`src/rtl/code_match_seq.sv`:
```
// Sequential keypad code comparator with consecutive-failure lockout.
// Digits arrive one per digit_valid strobe. Each digit is checked against its
// field of ref_code at the moment it is accepted. After the last digit, a single
// EVAL cycle reports the result. MAX_FAIL consecutive mismatches start a timed
// lockout.
//
// state   | meaning
// --------+---------------------------------------------------------------
// IDLE    | waiting for the first digit of an entry
// COLLECT | digits 1..DIGITS-1 being accepted
// EVAL    | one cycle: done plus match/mismatch, fail counter update
// LOCK    | lockout countdown; all input strobes ignored
module code_match_seq #(
  parameter int DIGITS      = 4,
  parameter int DW          = 4,
  parameter int MAX_FAIL    = 3,
  parameter int LOCK_CYCLES = 16
) (
  input  logic                           clk,
  input  logic                           rst_n,
  input  logic [DIGITS*DW-1:0]           ref_code,
  input  logic [DW-1:0]                  digit_in,
  input  logic                           digit_valid,
  input  logic                           clear,
  output logic                           busy,
  output logic                           done,
  output logic                           match,
  output logic                           mismatch,
  output logic                           locked,
  output logic [$clog2(DIGITS+1)-1:0]    digit_idx,
  output logic [$clog2(MAX_FAIL+1)-1:0]  fail_cnt
);

  localparam int IW = $clog2(DIGITS + 1);
  localparam int FW = $clog2(MAX_FAIL + 1);
  localparam int LW = $clog2(LOCK_CYCLES + 1);

  typedef enum logic [1:0] {
    IDLE    = 2'd0,
    COLLECT = 2'd1,
    EVAL    = 2'd2,
    LOCK    = 2'd3
  } state_t;

  state_t        state, state_nxt;
  logic          eq, eq_nxt;
  logic [IW-1:0] idx_nxt;
  logic [FW-1:0] fail_nxt, fail_inc;
  logic [LW-1:0] lock_cnt, lock_nxt;
  logic [DW-1:0] ref_digit;
  logic          busy_nxt, done_nxt, match_nxt, mismatch_nxt, locked_nxt;

  // Select the reference digit addressed by the current entry position (digit 0 is the MS field).
  always_comb begin
    ref_digit = '0;
    for (int k = 0; k < DIGITS; k++) begin
      if (digit_idx == IW'(k)) begin
        ref_digit = ref_code[(DIGITS-1-k)*DW +: DW];
      end
    end
  end

  // State register: FSM state, entry datapath and the registered outputs.
  always_ff @(posedge clk or negedge rst_n) begin
    if (!rst_n) begin
      state     <= IDLE;
      eq        <= 1'b1;
      digit_idx <= '0;
      fail_cnt  <= '0;
      lock_cnt  <= '0;
      busy      <= 1'b0;
      done      <= 1'b0;
      match     <= 1'b0;
      mismatch  <= 1'b0;
      locked    <= 1'b0;
    end else begin
      state     <= state_nxt;
      eq        <= eq_nxt;
      digit_idx <= idx_nxt;
      fail_cnt  <= fail_nxt;
      lock_cnt  <= lock_nxt;
      busy      <= busy_nxt;
      done      <= done_nxt;
      match     <= match_nxt;
      mismatch  <= mismatch_nxt;
      locked    <= locked_nxt;
    end
  end

  // Next-state and datapath update; eq is always 1 on entering IDLE so no separate restart is needed.
  always_comb begin
    state_nxt = state;
    eq_nxt    = eq;
    idx_nxt   = digit_idx;
    fail_nxt  = fail_cnt;
    lock_nxt  = lock_cnt;
    fail_inc  = fail_cnt + 1'b1;
    case (state)
      IDLE, COLLECT: begin
        if (clear) begin
          state_nxt = IDLE;
          idx_nxt   = '0;
          eq_nxt    = 1'b1;
        end else if (digit_valid) begin
          eq_nxt    = eq & (digit_in == ref_digit);
          idx_nxt   = digit_idx + 1'b1;
          state_nxt = (digit_idx == IW'(DIGITS - 1)) ? EVAL : COLLECT;
        end
      end
      EVAL: begin
        idx_nxt   = '0;
        eq_nxt    = 1'b1;
        state_nxt = IDLE;
        if (eq) begin
          fail_nxt = '0;
        end else if (fail_cnt < FW'(MAX_FAIL)) begin
          fail_nxt = fail_inc;
          if (fail_inc == FW'(MAX_FAIL)) begin
            state_nxt = LOCK;
            lock_nxt  = LW'(LOCK_CYCLES - 1);
          end
        end
      end
      LOCK: begin
        if (lock_cnt == '0) begin
          state_nxt = IDLE;
          fail_nxt  = '0;
        end else begin
          lock_nxt = lock_cnt - 1'b1;
        end
      end
      default: state_nxt = IDLE;
    endcase
  end

  // Output decode from the next state so every output comes straight from a flop.
  always_comb begin
    busy_nxt     = (state_nxt == COLLECT) || (state_nxt == EVAL);
    done_nxt     = (state_nxt == EVAL);
    match_nxt    = done_nxt & eq_nxt;
    mismatch_nxt = done_nxt & ~eq_nxt;
    locked_nxt   = (state_nxt == LOCK);
  end

endmodule
```
`config.mk`:
```
export PLATFORM = sky130hd
export DESIGN_NAME = code_match_seq
export DESIGN_NICKNAME = d
export VERILOG_FILES = /design/src/rtl/code_match_seq.sv
export SDC_FILE = /design/constraint.sdc
export NUM_CORES = 1
export LEC_CHECK = 0
export BUFFER_PORTS_ARGS = -buffer_cell sky130_fd_sc_hd__clkbuf_2
export CORE_UTILIZATION = 51
export DETAILED_ROUTE_END_ITERATION = 6
export PLACE_DENSITY_LB_ADDON = 0.12
export SYNTH_ARGS = -nofsm -noshare
export SYNTH_HDL_FRONTEND = slang
export SYNTH_SLANG_ARGS = --single-unit
```
`constraint.sdc`:
```
create_clock -name clk -period 2.7 [get_ports clk]
set_input_delay 0.54 -clock clk [delete_from_list [all_inputs] [get_ports clk]]
set_output_delay 0.54 -clock clk [all_outputs]
set_load 0.03 [all_outputs]
```
Word-level counts from Yosys, hierarchy flattened
Cells that the tools add are included.

cells by class
  add/sub/neg operators = 3
  order comparisons = 1
  multiplexer cells = 27
  reduce and logical (&&, ||, !) cells = 10
  equal/unequal tests = 18
  bitwise logic cells = 4

operators with widths
  kind                                                  number
  2-to-1 mux 2 bit                                      10
  2-to-1 mux 5 bit                                      4
  2-to-1 mux 4 bit                                      4
  equality test 2 bit (second input constant)           5
  inequality test 2 bit (second input constant)         5
  case mux 5 bit (2 select lines)                       1
  equality test 3 x 2 -> 1 bit (second input constant)  2
  2-to-1 mux 3 bit                                      2
  inequality test 3 bit (second input constant)         2
  case mux 2 bit (3 select lines)                       1
  case mux 3 bit (2 select lines)                       1
  zero test 5 bit                                       1
  AND reduction 5 bit                                   1
  subtractor 5 x 1 -> 5 bit (second input constant)     1
  equality test 2 x 1 -> 1 bit (second input constant)  2
  equality test 4 bit                                   1
  case mux 2 bit (2 select lines)                       1
  nonzero test 2 bit                                    2
  adder 3 x 1 -> 3 bit (second input constant)          1
  bitwise AND 1 bit                                     3
  equality test 3 x 1 -> 1 bit (second input constant)  1
  zero test 3 bit                                       1
  AND reduction 3 bit                                   1
  adder 2 x 1 -> 2 bit (second input constant)          1
  other kinds (8)                                       9

word-level totals
  output and inout port bits = 10
  flip-flop bits (word level) = 18

Logic depth before layout (Yosys ltp)
  depth in word-level cells = 12
  depth in mapped cells = 9
  depth with buffers taken out = 8

Worst setup path after synthesis
No wires, ideal clock.

  path kind = reg2reg
  start = register digit_idx[0]
  end = register mismatch
  path buffers = 1
  arrival time = 2.304 ns
  clock period less this slack = 2.424 ns
  required time = 2.580 ns
  path slack = 0.276 ns
  cell stages (with the launch flop) = 10
  cells stage by stage = dfrtp_1 > ha_1 > ha_1 > buf_2 > a21boi_1 > and3_1 > or4_4 > nor4_2 > o21ai_1 > and3_1

between the ends
  word-level cells in the longest chain between the ends = 12

ends and longest elaborated chain
  what                             RTL line  source
  start, declared                  30        output logic [$clog2(DIGITS+1)-1:0] digit_idx,
  start signal, assigned           79        digit_idx <= idx_nxt;
  zero test 3 bit                  57        if (digit_idx == IW'(k)) begin
  2-to-1 mux 4 bit (4 in a row)    57
  equality test 4 bit              105       eq_nxt = eq & (digit_in == ref_digit);
  bitwise AND 1 bit                105
  2-to-1 mux 1 bit                 104       end else if (digit_valid) begin
  2-to-1 mux 1 bit                 100       if (clear) begin
  case mux 1 bit (2 select lines)  98        case (state)
  inverter 1 bit                   141       mismatch_nxt = done_nxt & ~eq_nxt;
  bitwise AND 1 bit *              141
  named net mismatch_nxt           51        logic busy_nxt, done_nxt, match_nxt, mismatch_nxt, locked_nxt;
  end signal, assigned             85        mismatch <= mismatch_nxt;
  end, declared                    28        output logic mismatch,

The timed path passes the listed nets; every way through them passes the cells marked *.
A chain may end at the register's enable or synchronous reset.

Final worst setup path
Ends and elaborated chain as after synthesis.

==> results.md <==
* Period Utilization, post-route at about 92%
* Fill cell total of the finished layout at 184
* CTS root buffer: clkbuf_4
* Max Buffers Root-to-Sink at 2
* Minimum period implied by the final worst setup slack at around 2500 ps
* Global-route usage over all layers at 23.7%
* Post-route total power at ~0.57 mW
* Critical path class: reg -> reg
* First-pass GRT wire length at between 4000 and 5000 um
* Distinct cell type count after synthesis at 38
* Worst skew pair latency at roughly 280 ps
* CP arrival at 2680 ps
* Worst Tran Pin Value at between 400 and 500 ps
* CTS tree: yes
* Growth of design area from synthesis to finish at 17.4%
* Initial cell density of the core at a little under three fifths
* Static leakage at 0.737 nW
* Num rows at 17
* Std-Cell Core Area at approximately 2200 um^2
* P per Cell Area at ~400 nW/um^2
* Chip Width at slightly above 50 um
* CP startpoint kind: register
* Total number of vias at 1100
* Count of state elements after synthesis at 18
* 1st-pass router iterations at 4
* Number of top-level pins at 34
* Number of DRC violations after detailed-routing iteration 0 at 14
* Via count of the first global-routing pass at roughly 1100
* Average cell area after synthesis at around 9 um^2
* Synthesized net count at about 170
* Critical R2R Launch: digit_idx[0]
* Crit path cell chain: ha_1 -> ha_1 -> or2_1 -> a2111oi_0 -> or4_4 -> nor4_2 -> o21ai_1 -> and3_1
* Sequential cell area fraction in the yosys report at between 30% and 40%
* Hold_ws at about 180 ps
* Total grt overflow at 0
* Number of H-tree levels at 1
* Count of flip-flops with a built-in enable after synthesis at 0
* Highest fanout seen on the critical path at 7
* Inserted Clock Buffers at 3
* Maximum resistive drop on vdd at 0.291 mV
* Post-layout nets at just over 200
* Relative slew slack at between 60% and 70%
* Count of mapped cells out of synthesis at between 100 and 150
* Total of cells resized after clock tree synthesis at 0
* Highest cell delay on the worst timing path at between 500 and 600 ps
* Maximum capacitance violations at 0
* Result of the run: completed
* Post-Synthesis Cell Area at 1230 um^2
* Number of failing setup endpoints in the final timing report at 0
* Port-buffer cells at 33
* Die extent in y at slightly above 50 um
* Total Die Area at 2610 um^2
* FMAX at about 400 MHz
* Highest-delay cell along the critical path: or4_4
* Hold Violations, Final at 0
* Area share of the leading cell type in the synthesized netlist at ~35%
* Required time of the critical path at around 2900 ps
* # clock sinks at 18
* Worst hold-check path type: in -> async
* Clock-pin slew of the registers on the worst-case setup and hold paths at about 90 ps
* Synth warnings at 0
* Antenna diodes at 0
* Post-synth top area cell: dfrtp_1
* Top FF cell, synth: dfrtp_1
* Cell seen most often among critical-path stages: ha_1
* Synth async-reset ratio at 100%
* Final routed wire length divided by cell count at ~14 um
* Number of max-slew violations in the final report at 0
* Maximum number of pins on one net before global-route repair at 19
* CTS Hold Buffers Added at 0
* Crit end category: register
* Detailed Place HPWL at 2260 um
* Unrepaired setup endpoints after global routing: no
* Post-DR vias/cell at approximately 5.6
* Final core utilization at between 60% and 70%
* Layout cell share with drive strength beyond 1 at between 20% and 30%
* Remaining routing DRC violations at 0
* Post-CTS setup-driven buffer insertion count at 0
* Final worst clock skew at 0.976 ps
* Final Wtd Congestion at about 0.88
* Ranking of synthesized cells by area: dfrtp_1, ha_1, a21oi_1, o21ai_0, nand2_1
* Antenna violations before repair at 0
* Start point of the critical path: digit_idx[0]
* Total Routed Length at roughly 2800 um
* Setup TNS Final at 0 ps
* Post-DRT Antenna Nets at 0
==> cell usage after synthesis (2+ instances only) <==
library cell	instances
and2_1	2
o21ai_0	9
ha_1	11
a211o_1	2
o32ai_1	2
dfrtp_1	17
nor2_1	4
nor3_1	5
a2111oi_0	3
a21oi_1	9
o21ai_1	2
a21boi_1	2
nor2b_1	7
nand3b_1	5
and3_1	6
nand3_1	3
nand4b_1	2
mux2i_1	2
inv_1	11
nand2_1	12
clkbuf_1	4
==> where the power goes <==
part           switching [mW]  leakage [nW]  internal (mW)
clock                  0.0758        0.0150         0.0573
sequential             0.0133         0.243          0.280
combinational          0.0840         0.480         0.0616
==> layout by cell type (no fill, tap or decap), types with 3 or more instances in the layout <==
cell type / instances
clkbuf_2: 33
a21oi_1: 9
nand3b_1: 5
dfrtp_1: 17
nor2_1: 4
o21ai_0: 9
nor3_1: 5
nor2b_1: 7
inv_1: 11
and3_1: 6
clkbuf_4: 3
nand2_1: 12
ha_1: 11
a2111oi_0: 3
nand3_1: 3
==> sequential cells by signal, indices dropped and copies added (netlist names) <==
name and flops:
busy 1, match 1, done 1, eq 1, state 2, digit_idx 3
mismatch 1, lock_cnt 5, fail_cnt 2, locked 1
==> metrics by stage <==
stage	cells	area, um^2	setup slack (ps)
detailed placement	194	1420	229
CTS	198	1440	204
global placement	194	1420	321
finish	198	1440	206
floorplan	137	1230	276
global route	198	1440	68.9
==> cell families after synthesis <==
| kind of cell | share of synthesized area, % |
|---|---|
| and+or+nand+nor | 24.9 |
| AOI/OAI and AO/OA | 18.8 |
| DFF | 36.8 |
| buffers and inverters | 4.99 |
| adders and majority gates | 11.2 |
| muxes | 2.55 |
| xor gates and xnor gates | 0.713 |
==> final timing paths <==
check	to	slack [ps]	depth (start not counted)
max in group asynchronous	eq	2190	1
worst max register to register	mismatch	210	8
worst min-delay path	done	180	1
min in group clk	digit_idx[1]	500	2
worst max-delay path	mismatch	210	8
worst min register to register	lock_cnt[0]	510	1
==> worst max-delay path: cells and delay by family, from the launching register on <==
| kind | cells | cell delay [ps] |
|---|---|---|
| adders and majority gates | 2 | 450 |
| DFF | 1 | 450 |
| and+or+nand+nor | 4 | 1280 |
| AOI/OAI and AO/OA | 2 | 200 |
==> cell type report <==
| type | instances | area, um^2 | area share [%] |
|---|---|---|---|
| Multi-Input combinational cell | 103 | 716 | 49.6 |
| Sequential cell | 18 | 452 | 31.3 |
| Tap cell | 28 | 35.0 | 2.43 |
| Timing Repair Buffer | 34 | 173 | 12.0 |
| Clock buffer | 4 | 26.3 | 1.82 |
| Inverter | 11 | 41.3 | 2.86 |
==> per-layer routing <==
layer,GRT usage [%],share of wire [%],up-vias
met5,0,0,-
met4,10.6,2.1,0
met3,3.87,3.9,8
met2,44.5,50,33
met1,25.5,44,499
li1,-,-,560
No activity file was read; power rests on OpenSTA's default activity.
